==> config.mk <==
export PLATFORM = sky130hd
export DESIGN_NAME = cv32e40p_tmr_voter_mon
export DESIGN_NICKNAME = d
export VERILOG_FILES = /design/src/rtl/cv32e40p_ft_pkg.sv /design/src/rtl/cv32e40p_voter_replica_mon.sv /design/src/rtl/cv32e40p_tmr_voter_mon.sv
export SDC_FILE = /design/constraint.sdc
export NUM_CORES = 1
export LEC_CHECK = 0
export BUFFER_PORTS_ARGS = -buffer_cell sky130_fd_sc_hd__buf_2
export CAP_MARGIN = 20
export CORE_MARGIN = 5
export CORE_UTILIZATION = 25
export CTS_CLUSTER_DIAMETER = 120
export DETAILED_ROUTE_END_ITERATION = 6
export MAX_ROUTING_LAYER = met4
export PLACE_DENSITY_LB_ADDON = 0.05
export RECOVER_POWER = 100
export SYNTH_ARGS = -nofsm -noshare
export SYNTH_HDL_FRONTEND = slang
export SYNTH_SLANG_ARGS = --single-unit
==> constraint.sdc <==
create_clock -name clk -period 4.97 [get_ports clk]
set_clock_uncertainty 0.15 [all_clocks]
set_input_delay 0.7455 -clock clk [delete_from_list [all_inputs] [get_ports clk]]
set_output_delay 0.7455 -clock clk [all_outputs]
set_load 0.01 [all_outputs]
==> src/rtl/cv32e40p_ft_pkg.sv <==
// Shared fault-tolerance types for the TMR voter/monitor: operating mode and
// per-replica health state.
package cv32e40p_ft_pkg;

    typedef enum logic [1:0] {
        MODE_TMR     = 2'd0,
        MODE_DMR     = 2'd1,
        MODE_SIMPLEX = 2'd2
    } mode_e;

    typedef enum logic [1:0] {
        REP_HEALTHY = 2'd0,
        REP_SUSPECT = 2'd1,
        REP_FAILED  = 2'd2
    } rep_state_e;

    localparam int unsigned MISM_W = 8;

endpackage

==> src/rtl/cv32e40p_voter_replica_mon.sv <==
// Health tracker for one replica: saturating consecutive-mismatch counter
// driving a HEALTHY/SUSPECT/FAILED state machine.
//
// state       | meaning
// ------------+------------------------------------------------------------
// REP_HEALTHY | last counted vote agreed with the majority
// REP_SUSPECT | one or more consecutive disagreements, below threshold
// REP_FAILED  | ERR_TH consecutive disagreements; sticky until clear/reset
module cv32e40p_voter_replica_mon
    import cv32e40p_ft_pkg::*;
#(
    parameter int unsigned ERR_TH = 4
) (
    input  logic       clk,
    input  logic       rst,
    input  logic       clear,
    input  logic       upd,
    input  logic       flag,
    output rep_state_e state
);

    rep_state_e              state_d;
    logic [MISM_W-1:0]       cnt;
    logic [MISM_W-1:0]       cnt_d;

    always_ff @(posedge clk) begin
        if (rst || clear) begin
            state <= REP_HEALTHY;
            cnt   <= '0;
        end else begin
            state <= state_d;
            cnt   <= cnt_d;
        end
    end

    always_comb begin
        state_d = state;
        cnt_d   = cnt;
        if (upd && state != REP_FAILED) begin
            if (flag) begin
                cnt_d = (cnt == '1) ? cnt : cnt + MISM_W'(1);
                if (32'(cnt_d) >= ERR_TH) state_d = REP_FAILED;
                else                      state_d = REP_SUSPECT;
            end else begin
                cnt_d   = '0;
                state_d = REP_HEALTHY;
            end
        end
    end

endmodule

==> src/rtl/cv32e40p_tmr_voter_mon.sv <==
// Registered triple-modular-redundancy voter with per-replica health
// monitoring and graceful degradation TMR -> DMR -> SIMPLEX.
module cv32e40p_tmr_voter_mon
    import cv32e40p_ft_pkg::*;
#(
    parameter int unsigned L1     = 32,
    parameter int unsigned L2     = 1,
    parameter int unsigned ERR_TH = 4,
    parameter int unsigned CNT_W  = 16
) (
    input  logic                   clk,
    input  logic                   rst,
    input  logic [L1-1:0][L2-1:0]  in_1_i,
    input  logic [L1-1:0][L2-1:0]  in_2_i,
    input  logic [L1-1:0][L2-1:0]  in_3_i,
    input  logic                   valid_i,
    input  logic                   clear_i,
    output logic [L1-1:0][L2-1:0]  voted_o,
    output logic                   valid_o,
    output logic [2:0]             err_detected_o,
    output logic                   err_corrected_o,
    output logic                   err_uncorrectable_o,
    output logic [2:0]             failed_o,
    output logic [1:0]             mode_o,
    output logic [CNT_W-1:0]       corr_cnt_o
);

    typedef logic [L1-1:0][L2-1:0] word_t;

    rep_state_e  rep_state [3];
    logic [2:0]  failed;
    mode_e       mode;
    word_t       vote;
    word_t       dmr_a;
    word_t       dmr_b;
    logic [2:0]  dmr_mask;
    logic [2:0]  flags;
    logic        corrected;
    logic        uncorrectable;
    logic        upd;

    for (genvar g = 0; g < 3; g++) begin : g_rep
        cv32e40p_voter_replica_mon #(
            .ERR_TH (ERR_TH)
        ) u_mon (
            .clk   (clk),
            .rst   (rst),
            .clear (clear_i),
            .upd   (upd),
            .flag  (flags[g]),
            .state (rep_state[g])
        );
        assign failed[g] = (rep_state[g] == REP_FAILED);
    end

    // Mode comes only from registered replica state, never from the inputs.
    always_comb begin
        mode = MODE_SIMPLEX;
        if ($countones(failed) == 0)      mode = MODE_TMR;
        else if ($countones(failed) == 1) mode = MODE_DMR;
    end

    always_comb begin
        dmr_a    = in_1_i;
        dmr_b    = in_3_i;
        dmr_mask = 3'b101;
        if (failed[0]) begin
            dmr_a    = in_2_i;
            dmr_b    = in_3_i;
            dmr_mask = 3'b110;
        end else if (failed[2]) begin
            dmr_a    = in_1_i;
            dmr_b    = in_2_i;
            dmr_mask = 3'b011;
        end
    end

    always_comb begin
        vote          = in_1_i;
        flags         = 3'b000;
        corrected     = 1'b0;
        uncorrectable = 1'b0;
        case (mode)
            MODE_TMR: begin
                if (in_1_i == in_2_i && in_1_i == in_3_i) begin
                    vote = in_1_i;
                end else if (in_1_i == in_2_i) begin
                    vote      = in_1_i;
                    flags     = 3'b100;
                    corrected = 1'b1;
                end else if (in_1_i == in_3_i) begin
                    vote      = in_1_i;
                    flags     = 3'b010;
                    corrected = 1'b1;
                end else if (in_2_i == in_3_i) begin
                    vote      = in_2_i;
                    flags     = 3'b001;
                    corrected = 1'b1;
                end else begin
                    vote          = in_1_i;
                    flags         = 3'b111;
                    uncorrectable = 1'b1;
                end
            end
            MODE_DMR: begin
                vote = dmr_a;
                if (dmr_a != dmr_b) begin
                    flags         = dmr_mask;
                    uncorrectable = 1'b1;
                end
            end
            default: begin
                uncorrectable = 1'b1;
                if (!failed[0])      vote = in_1_i;
                else if (!failed[1]) vote = in_2_i;
                else if (!failed[2]) vote = in_3_i;
            end
        endcase
    end

    // Uncorrectable outcomes carry no information about which replica is bad.
    assign upd = valid_i && (mode != MODE_SIMPLEX) && !uncorrectable;

    always_ff @(posedge clk) begin
        if (rst) begin
            voted_o             <= '0;
            valid_o             <= 1'b0;
            err_detected_o      <= 3'b000;
            err_corrected_o     <= 1'b0;
            err_uncorrectable_o <= 1'b0;
        end else if (valid_i) begin
            voted_o             <= vote;
            valid_o             <= 1'b1;
            err_detected_o      <= flags;
            err_corrected_o     <= corrected;
            err_uncorrectable_o <= uncorrectable;
        end else begin
            valid_o             <= 1'b0;
            err_detected_o      <= 3'b000;
            err_corrected_o     <= 1'b0;
            err_uncorrectable_o <= 1'b0;
        end
    end

    always_ff @(posedge clk) begin
        if (rst || clear_i) begin
            corr_cnt_o <= '0;
        end else if (valid_i && corrected && corr_cnt_o != '1) begin
            corr_cnt_o <= corr_cnt_o + CNT_W'(1);
        end
    end

    assign failed_o = failed;
    assign mode_o   = mode;

endmodule

==> results of run 1 <==
## through the flow
| stage | setup slack (ns) | instance area, um2 | total power, mW | std cells |
|---|---|---|---|---|
| 3_5_place_dp | 0.980 | 8430 | 1.07 | 1478 |
| 2_1_floorplan | 1.24 | 7310 | 0.903 | 995 |
| 3_3_place_gp | 0.972 | 8430 | 1.07 | 1478 |
| 4_1_cts | 1.06 | 8730 | 1.83 | 1494 |
| 5_1_grt | 0.356 | 8640 | 1.87 | 1497 |
| 6_report | 0.745 | 8640 | 1.78 | 1497 |
## cells in the final DEF, fill, tap and decap left out, drive strengths merged, types with 9 or more instances in the layout
cell,instances
o221ai,27
o2111ai,9
nand2,84
nor3,32
o22ai,14
and3,14
inv,35
xor2,65
dfxtp,84
nor4,19
nand2b,36
nor2b,11
o21ai,68
nand4,22
buf,120
a221oi,19
mux2i,29
nand3,22
o211ai,16
a31oi,16
xnor2,38
a21oi,31
clkbuf,73
nor2,98
## worst max-delay path, cell delays in order, from the launching register on
cell	delay, ns
dfxtp_1	0.39
nand2b_1	0.45
clkinv_1	0.47
buf_4	0.35
a221o_1	0.27
o22ai_1	0.13
nand4_1	0.14
o32ai_1	0.35
and4_1	0.39
o2111ai_1	0.30
nor4_1	0.57
a22o_1	0.20
## per-layer routing
layer / wire [um] / part of all wire [%]
met1: 16200 / 53
met2: 13100 / 42
met3: 1350 / 4.4
met4: 236 / 0.76
met5: 0 / 0
## flip-flops by register name (all words and copies together), names as in the netlist
register,flops
err_detected_o,3
valid_o,1
err_uncorrectable_o,1
g_rep.u_mon.state,6
g_rep.u_mon.cnt,24
err_corrected_o,1
corr_cnt_o,16
voted_o,32
## area by class of cell
class / instances / area (um2) / area share (%)
antenna: 3 / 7.51 / 0.0869
multi-input combinational: 792 / 5150 / 59.6
tap: 384 / 480 / 5.56
timing repair buffer: 184 / 891 / 10.3
clock inverter: 7 / 76.3 / 0.884
inverter: 34 / 128 / 1.48
clock buffer: 9 / 225 / 2.61
sequential: 84 / 1680 / 19.5
## final timing paths
check | depth (start not counted) | to | from
worst max-delay path | 11 | g_rep[0].u_mon.cnt[0] | g_rep[2].u_mon.state[0]
worst min-delay path | 1 | g_rep[1].u_mon.state[0] | g_rep[1].u_mon.state[0]
worst max register to register | 11 | g_rep[0].u_mon.cnt[0] | g_rep[2].u_mon.state[0]
worst min register to register | 1 | g_rep[1].u_mon.state[0] | g_rep[1].u_mon.state[0]
## report_power, final
group | leakage (nW) | switching [mW] | internal, mW | total [mW]
Clock | 0.149 | 0.375 | 0.360 | 0.734
Sequential | 0.686 | 0.00954 | 0.693 | 0.702
Combinational | 2.56 | 0.221 | 0.125 | 0.347
## cells by family after synthesis
family | count (synthesis) | synth area share, %
simple gates | 373 | 25.7
compound gates | 280 | 27.1
buf+inv | 119 | 6.59
xor+xnor | 103 | 12.3
flops | 84 | 23.0
mux | 29 | 3.97
fa+ha+maj | 7 | 1.30
==> metrics.csv, run 1 <==
metric,value,unit
Max Root-Sink Buffers,2,
outcome,"finished, violations left",
Pre-antenna DRT Iters,5,
Post-synth top flop,dfxtp_1,
layout cells sized above 1,13.7,%
chip width,181,um
Placeable Area,0.0288,mm2
later-pin clock latency in the skew report,0.36,ns
Max Cap Violations,1,
post-synth top area cell,dfxtp_1,
final WL,30900,um
syn_area_per_cell,7.35,um2
CP Max Fanout,15,
Syn-to-layout area delta,18.1,%
Worst setup EP type,flip-flop,
# DRC,0,
met3 usage,2.90,%
syn_nets,1102,
fillers,3208,
grt met1 use,28.1,%
"Seq/Total Area, Yosys",23.0,%
via count,7927,
count of hold-fix buffers inserted at cts,0,
Final setup viols,0,
final hold slack,0.325,ns
CTS tree,built,
Buffers on Ports,158,
Static Leak,3.39,nW
CTS root buf,clkbuf_16,
Yosys cell types,79,
cell count after synthesis,995,
asr flop ratio synth,0,%
H-tree Lvls,3,
total gr overflow,0,
GRT Total Usage,18.8,%
TritonCTS buffer count,9,
vias in the first global route,7754,
Die H,181,um
#FFs+latches synth,84,
Yosys top cell area share,23.0,%
actual slew at the worst max-slew pin,2.02,ns
Top Usage Layer GRT,met1,
setup bufs post-CTS,0,
VDD IR max,0.000121,V
Top Ports,159,
Final Util,30.0,%
WP data arrival,4.38,ns
Cell Pwr Density,207,mW/mm2
Final nets,1212,
final antenna-violating net count,0,
final worst-path cycle share,85.0,%
clock slew at reported path FFs,0.09,ns
final setup TNS,0,ns
Slew HR,-34.9,%
yosys warns,0,
startpoint types,flip-flop,
row count,62,
number of synthesized flops with an enable pin,0,
vias per inst,5.30,
largest net degree at the start of global routing,38,
DR WL/cell,20.6,um
Sink Count,84,
RSZ-0062 raised after global routing,no,
endpoints failing hold,0,
initial antenna violation count,3,
most frequent cells after synthesis,"nor2_1, dfxtp_1, nand2_1, clkbuf_1, o21ai_0",
Worst EP required,5.13,ns
Pins Over Slew Limit,38,
synthesized cell area,0.00731,mm2
global-route wire length before repair,47900,um
Die Area,0.0328,mm2
met2 usage,27.4,%
Final min period,4.22,ns
GP Congestion,0.851,
1st-iter DRT viols,567,
Hold Crit Class,reg -> reg,
critical path class,reg -> reg,
failing checks,"max-capacitance violations, max-slew violations",
reg2reg setup slack,0.75,ns
dpl hpwl,23200,um
number of gates resized after cts,0,
most numerous cell in the Yosys netlist,nor2_1,
Area contributors post-synth,"dfxtp_1, xor2_1, nor2_1, o21ai_0, xnor2_1",
Starting Density,25.4,%
fmax,0.237,GHz
(Power assumes the default switching activity.)
==> run 2, diff against run 1 <==
ABC_AREA = 1   (was not set)
==> run 2 against run 1 <==
Critical path type is now reg -> out. Maximum frequency down 5.8%. First-iteration DRC count down 3.0%. Via count grew 28%. Highest routed layer unchanged. The run still ends with max-capacitance violations, max-slew violations left. Worst hold slack got worse by 0.013 ns. Critical endpoint is now mode_o[0].
==> metrics.csv, run 2 <==
metric,value,unit,change
Reg2Reg Depth,17,,+6
CP peak stage delay,0.67,ns,+0.10 ns
most frequent cells in the layout,"nand2_1, inv_1, nand3_1, nor2_1, buf_2",,
syn_area_per_cell,5.60,um2,-24%
Top Ports,159,,unchanged
cell count after synthesis,1507,,+51%
Worst setup EP type,output port,,
multi-input logic area,0.00574,mm2,+12%
GRT Total Usage,19.1,%,+0.25 points
final setup TNS,0,ns,unchanged
Die Area,0.0375,mm2,+15%
synthesized cell area,0.00844,mm2,+15%
syn_nets,1614,,+46%
dpl hpwl,25400,um,+9.7%
Pins Over Slew Limit,56,,+47%
CTS tree,built,,
"Seq/Total Area, Yosys",19.9,%,-3.1 points
DR WL/cell,17.2,um,-17%
Top Registers,"voted_o: 32 flops, g_rep.u_mon.cnt: 24 flops, corr_cnt_o: 16 flops",,
number of synthesized flops with an enable pin,0,,unchanged
yosys warns,0,,unchanged
via count,10149,,+28%
logic gate share of total power,20.4,%,+1.0 points
# DRC,0,,unchanged
Starting Density,25.2,%,-0.17 points
most frequent cells after synthesis,"nand2_1, inv_1, nand3_1, nor2_1",,
pre-CTS setup slack,0.794,ns,-0.186 ns
Sink Count,84,,unchanged
final critical-path setup slack,0.483,ns,-0.262 ns
critical path's slowest cell,clkbuf_1,,
Slew HR,-30.9,%,+4.1 points
vias in the first global route,9870,,+27%
H-tree Lvls,3,,unchanged
#FFs+latches synth,84,,unchanged
GP Congestion,0.822,,-3.4%
global-route wire length before repair,56100,um,+17%
Yosys cell types,39,,-51%
Post-synth top flop,dfxtp_1,,
vias per inst,4.90,,-7.5%
CP Max Fanout,32,,+17
sequential share of power,37.9,%,-1.5 points
setup bufs post-CTS,0,,unchanged
asr flop ratio synth,0,%,unchanged
WP data arrival,3.59,ns,-0.79 ns
endpoints failing hold,0,,unchanged
worst path bufs/invs,5,,+3
layout cells sized above 1,9.05,%,-4.6 points
critical path class,reg -> out,,
crit-path cells,"inv_1, nand2_4, fa_1, clkbuf_1, clkinv_1, nor2_4, buf_4, clkbuf_1",,
Top delay family on crit path,buffers and inverters,,
"commonest non-fill, non-tap cell in the layout",nand2_1,,
post-synth top area cell,nand2_1,,
Placeable Area,0.0334,mm2,+16%
Seq. cell area,0.00168,mm2,unchanged
CTS root buf,clkbuf_16,,
1st-iter DRT viols,550,,-3.0%
VDD IR max,0.000171,V,+41%
Final Util,29.4,%,-0.62 points
Buffers on Ports,158,,unchanged
failing checks,"max-capacitance violations, max-slew violations",,
Largest register FFs,32,,unchanged
Static Leak,4.51,nW,+33%
reg2reg setup slack,0.64,ns,-0.11 ns
initial antenna violation count,1,,-2
Final nets,1727,,+42%
area post-placement,0.00962,mm2,+14%
"most used cell, CP",clkbuf_1,,
Final min period,4.49,ns,+0.262 ns
Pre-antenna DRT Iters,5,,unchanged
RSZ-0062 raised after global routing,no,,
Worst EP required,4.07,ns,-1.06 ns
Max Root-Sink Buffers,2,,unchanged
Switch Pwr,0.592,mW,-2.3%
fillers,3898,,+22%
actual slew at the worst max-slew pin,1.96,ns,-0.0609 ns
Biggest register,voted_o,,
P_int,1.27,mW,+7.8%
final WL,35700,um,+16%
most numerous cell in the Yosys netlist,nand2_1,,
outcome,"finished, violations left",,
later-pin clock latency in the skew report,0.37,ns,about the same
total gr overflow,0,,unchanged
number of gates resized after cts,0,,unchanged
TritonCTS buffer count,9,,unchanged
fmax,0.223,GHz,-5.8%
final antenna-violating net count,0,,unchanged
clock slew at reported path FFs,0.08,ns,about the same
Max Cap Violations,2,,+1
Syn-to-layout area delta,16.5,%,
Cell Pwr Density,189,mW/mm2,-8.3%
Hold Crit Class,reg -> reg,,
Area contributors post-synth,"nand2_1, dfxtp_1, inv_1, nand3_1, a21oi_1",,
sw frac,31.8,%,-2.2 points
Hold Path Stages,2,,+1
largest net degree at the start of global routing,67,,+76%
row count,67,,+8.1%
Yosys top cell area share,22.6,%,-0.41 points
Die H,194,um,+7.0%
count of hold-fix buffers inserted at cts,0,,unchanged
clock power share,41.8,%,+0.6 points
chip width,194,um,+7.0%
Final setup viols,0,,unchanged
fin area,0.00983,mm2,+14%
startpoint types,flip-flop,,
final worst-path cycle share,90.3,%,+5.3 points
critical path depth,8,,-3
run 2: cell type report:
class                      count  area share (%)
antenna                        1          0.0255
clock buffer                  11            2.37
clock inverter                 4           0.764
inverter                     183            6.99
multi-input combinational   1165            58.4
sequential                    84            17.1
tap                          448            5.70
timing repair buffer         177            8.62
run 2: path summary, 6_finish.rpt:
check                                        startpoint                      end
worst max-delay path            g_rep[0].u_mon.state[0]                mode_o[0]
worst min-delay path              g_rep[2].u_mon.cnt[6]    g_rep[2].u_mon.cnt[6]
worst max register to register  g_rep[2].u_mon.state[1]  g_rep[0].u_mon.state[0]
worst min register to register    g_rep[2].u_mon.cnt[6]    g_rep[2].u_mon.cnt[6]
run 2: layer usage:
metal | up-vias | track usage [%] | wire length [um]
met4 | 0 | 5.61 | 699
met2 | 208 | 31.2 | 16900
li1 | 5195 | - | -
met1 | 4695 | 25.0 | 16700
met3 | 51 | 1.98 | 1350
met5 | - | - | 0
run 2: power by group through the flow:
stage	combinational, mW	clock, mW	sequential, mW
floorplan	0.217	0	0.727
finish	0.379	0.777	0.705
global placement	0.391	0	0.720
global route	0.433	0.822	0.707
CTS	0.390	0.802	0.704
detailed placement	0.387	0	0.720
run 2: cell families after synthesis:
logic type / synth area share, %
buffers and inverters: 12.1
XOR/XNOR: 5.60
multiplexers: 0.119
adder cells (fa/ha/maj): 1.13
flip-flops: 19.9
AND/OR/NAND/NOR: 40.0
AO/OA/AOI/OAI: 21.2
run 2: metrics by stage:
| stage | total power, mW | hold WS, ns | std cells |
|---|---|---|---|
| detailed placement | 1.11 | 0.308 | 2057 |
| CTS | 1.90 | 0.318 | 2072 |
| global route | 1.96 | 0.354 | 2073 |
| finish | 1.86 | 0.313 | 2073 |
| floorplan | 0.944 | 0.295 | 1507 |
| global placement | 1.11 | 0.310 | 2057 |
run 2: tightest hold or removal path, stage by stage, from the launching register on:
cell,delay [ns]
dfxtp_1,0.31
nand2_1,0.06
a21oi_1,0.05
==> run 3, diff against run 2 <==
MAX_ROUTING_LAYER = not set   (was met4)
==> run 3 against run 2 <==
The flow still finishes with violations (max-capacitance violations, max-slew violations). Flip-flop and latch count is the same. First-iteration DRC count grew 0.55%. Maximum frequency grew 0.70%. Largest cell class unchanged. Largest power group unchanged.
==> metrics.csv, run 3 (synthesized netlist as in run 2, its figures left out) <==
metric,value,unit,change
outcome,"finished, violations left",,
failing checks,"max-capacitance violations, max-slew violations",,
layout cells sized above 1,9.05,%,unchanged
Worst setup EP type,output port,,
total gr overflow,0,,unchanged
clock power share,41.7,%,about the same
TritonCTS buffer count,9,,unchanged
vias in the first global route,9862,,-0.081%
endpoints failing hold,0,,unchanged
chip width,194,um,unchanged
global-route wire length before repair,56100,um,about the same
most frequent cells in the layout,"nand2_1, inv_1, nand3_1, nor2_1, buf_2",,
sequential share of power,37.9,%,about the same
Final setup viols,0,,unchanged
Hold Startpoint,g_rep[2].u_mon.cnt[6],,
fin area,0.00983,mm2,about the same
Max Root-Sink Buffers,2,,unchanged
Die H,194,um,unchanged
startpoint types,flip-flop,,
Top Ports,159,,unchanged
RSZ-0062 raised after global routing,no,,
# DRC,0,,unchanged
actual slew at the worst max-slew pin,1.99,ns,+0.0266 ns
largest net degree at the start of global routing,67,,unchanged
final WL,35600,um,-0.22%
CP Max Fanout,32,,unchanged
initial antenna violation count,1,,unchanged
Hold Path Stages,2,,unchanged
setup bufs post-CTS,0,,unchanged
GP Congestion,0.809,,-1.7%
Ant. Diodes,0,,-1
Hold Crit Class,reg -> reg,,
Syn-to-layout area delta,16.4,%,about the same
total power,1.86,mW,about the same
Pins Over Slew Limit,56,,unchanged
Buffers on Ports,158,,unchanged
Reg2Reg Depth,17,,unchanged
final setup TNS,0,ns,unchanged
Biggest register,voted_o,,
H-tree Lvls,3,,unchanged
number of gates resized after cts,0,,unchanged
Sink Count,84,,unchanged
1st-iter DRT viols,553,,+0.55%
area post-placement,0.00962,mm2,unchanged
count of hold-fix buffers inserted at cts,0,,unchanged
reg2reg setup slack,0.60,ns,-0.04 ns
dpl hpwl,25400,um,unchanged
Starting Density,25.2,%,unchanged
final antenna-violating net count,0,,unchanged
FF-to-FF End,g_rep[0].u_mon.state[0],,
critical path class,reg -> out,,
sw frac,31.8,%,about the same
fillers,3899,,+0.026%
logic gate share of total power,20.4,%,about the same
Switch Pwr,0.591,mW,about the same
Largest register FFs,32,,unchanged
Top Registers,"voted_o: 32 flops, g_rep.u_mon.cnt: 24 flops, corr_cnt_o: 16 flops",,
final worst-path cycle share,89.7,%,-0.62 points
CTS root buf,clkbuf_16,,
GRT Total Usage,18.5,%,-0.54 points
Pre-antenna DRT Iters,5,,unchanged
row count,67,,unchanged
Final min period,4.46,ns,-0.0310 ns
Static Leak,4.51,nW,about the same
Cell Pwr Density,189,mW/mm2,about the same
Slew HR,-32.6,%,-1.8 points
clock slew at reported path FFs,0.08,ns,about the same
Worst EP required,4.07,ns,about the same
later-pin clock latency in the skew report,0.37,ns,about the same
"commonest non-fill, non-tap cell in the layout",nand2_1,,
Die Area,0.0375,mm2,unchanged
Worst Hold Endpoint,g_rep[2].u_mon.cnt[6],,
P_int,1.27,mW,about the same
Max Cap Violations,2,,unchanged
fmax,0.224,GHz,+0.70%
DR WL/cell,17.2,um,-0.17%
Final nets,1727,,unchanged
Critical R2R Launch,g_rep[2].u_mon.state[1],,
CTS tree,built,,
vias per inst,4.88,,-0.32%
WP data arrival,3.56,ns,-0.03 ns
VDD IR max,0.000171,V,+0.16%
Placeable Area,0.0334,mm2,unchanged
via count,10112,,-0.36%
==> run 3: changes by cell type in the layout (fill, tap and decap cells not counted), sizes merged <==
cell and change:
diode -1
==> run 3: area by class of cell <==
cell class / count / area [um2] / area share, %
Clock buffer: 11 / 233 / 2.37
Clock inverter: 4 / 75.1 / 0.764
Inverter: 183 / 687 / 6.99
Multi-Input combinational cell: 1165 / 5740 / 58.4
Sequential cell: 84 / 1680 / 17.1
Tap cell: 448 / 561 / 5.70
Timing Repair Buffer: 177 / 847 / 8.62
==> run 3: power groups by stage <==
stage | Clock, mW | Combinational, mW | Sequential (mW)
5_1_grt | 0.822 | 0.433 | 0.707
3_3_place_gp | 0 | 0.391 | 0.720
3_5_place_dp | 0 | 0.387 | 0.720
6_report | 0.777 | 0.380 | 0.705
2_1_floorplan | 0 | 0.217 | 0.727
4_1_cts | 0.802 | 0.390 | 0.704
==> run 3: metal layers <==
metal	vias to the layer above	track usage (%)	wire length, um
li1	5191	-	-
met1	4665	24.9	16600
met2	208	31.2	16900
met3	46	2.21	1420
met4	2	5.61	690
met5	-	0	13
==> run 3: worst max-delay path by stage <==
| stage | startpoint | endpoint |
|---|---|---|
| 2_1_floorplan | g_rep[2].u_mon.state[0] | mode_o[0] |
| 3_3_place_gp | g_rep[0].u_mon.state[1] | g_rep[2].u_mon.state[1] |
| 3_5_place_dp | g_rep[0].u_mon.state[1] | g_rep[2].u_mon.state[1] |
| 4_1_cts | g_rep[0].u_mon.state[1] | g_rep[2].u_mon.state[1] |
| 5_1_grt | g_rep[2].u_mon.state[1] | g_rep[0].u_mon.state[0] |
| 6_report | g_rep[0].u_mon.state[0] | mode_o[0] |
==> run 3: worst max-delay path: stages (launching register included) <==
cell	delay [ns]
dfxtp_1	0.43
inv_1	0.28
nand2_4	0.41
fa_1	0.27
clkbuf_1	0.66
clkinv_1	0.29
nor2_4	0.32
buf_4	0.32
clkbuf_1	0.18
==> run 3: stage by stage <==
stage / std cells / utilization [%] / setup slack, ns / hold WS, ns
2_1_floorplan: 1507 / - / 1.62 / 0.295
3_3_place_gp: 2057 / 28.8 / 0.869 / 0.310
3_5_place_dp: 2057 / 28.8 / 0.794 / 0.308
4_1_cts: 2072 / 29.7 / 0.768 / 0.318
5_1_grt: 2072 / 29.4 / 0.184 / 0.354
6_report: 2072 / 29.4 / 0.514 / 0.313
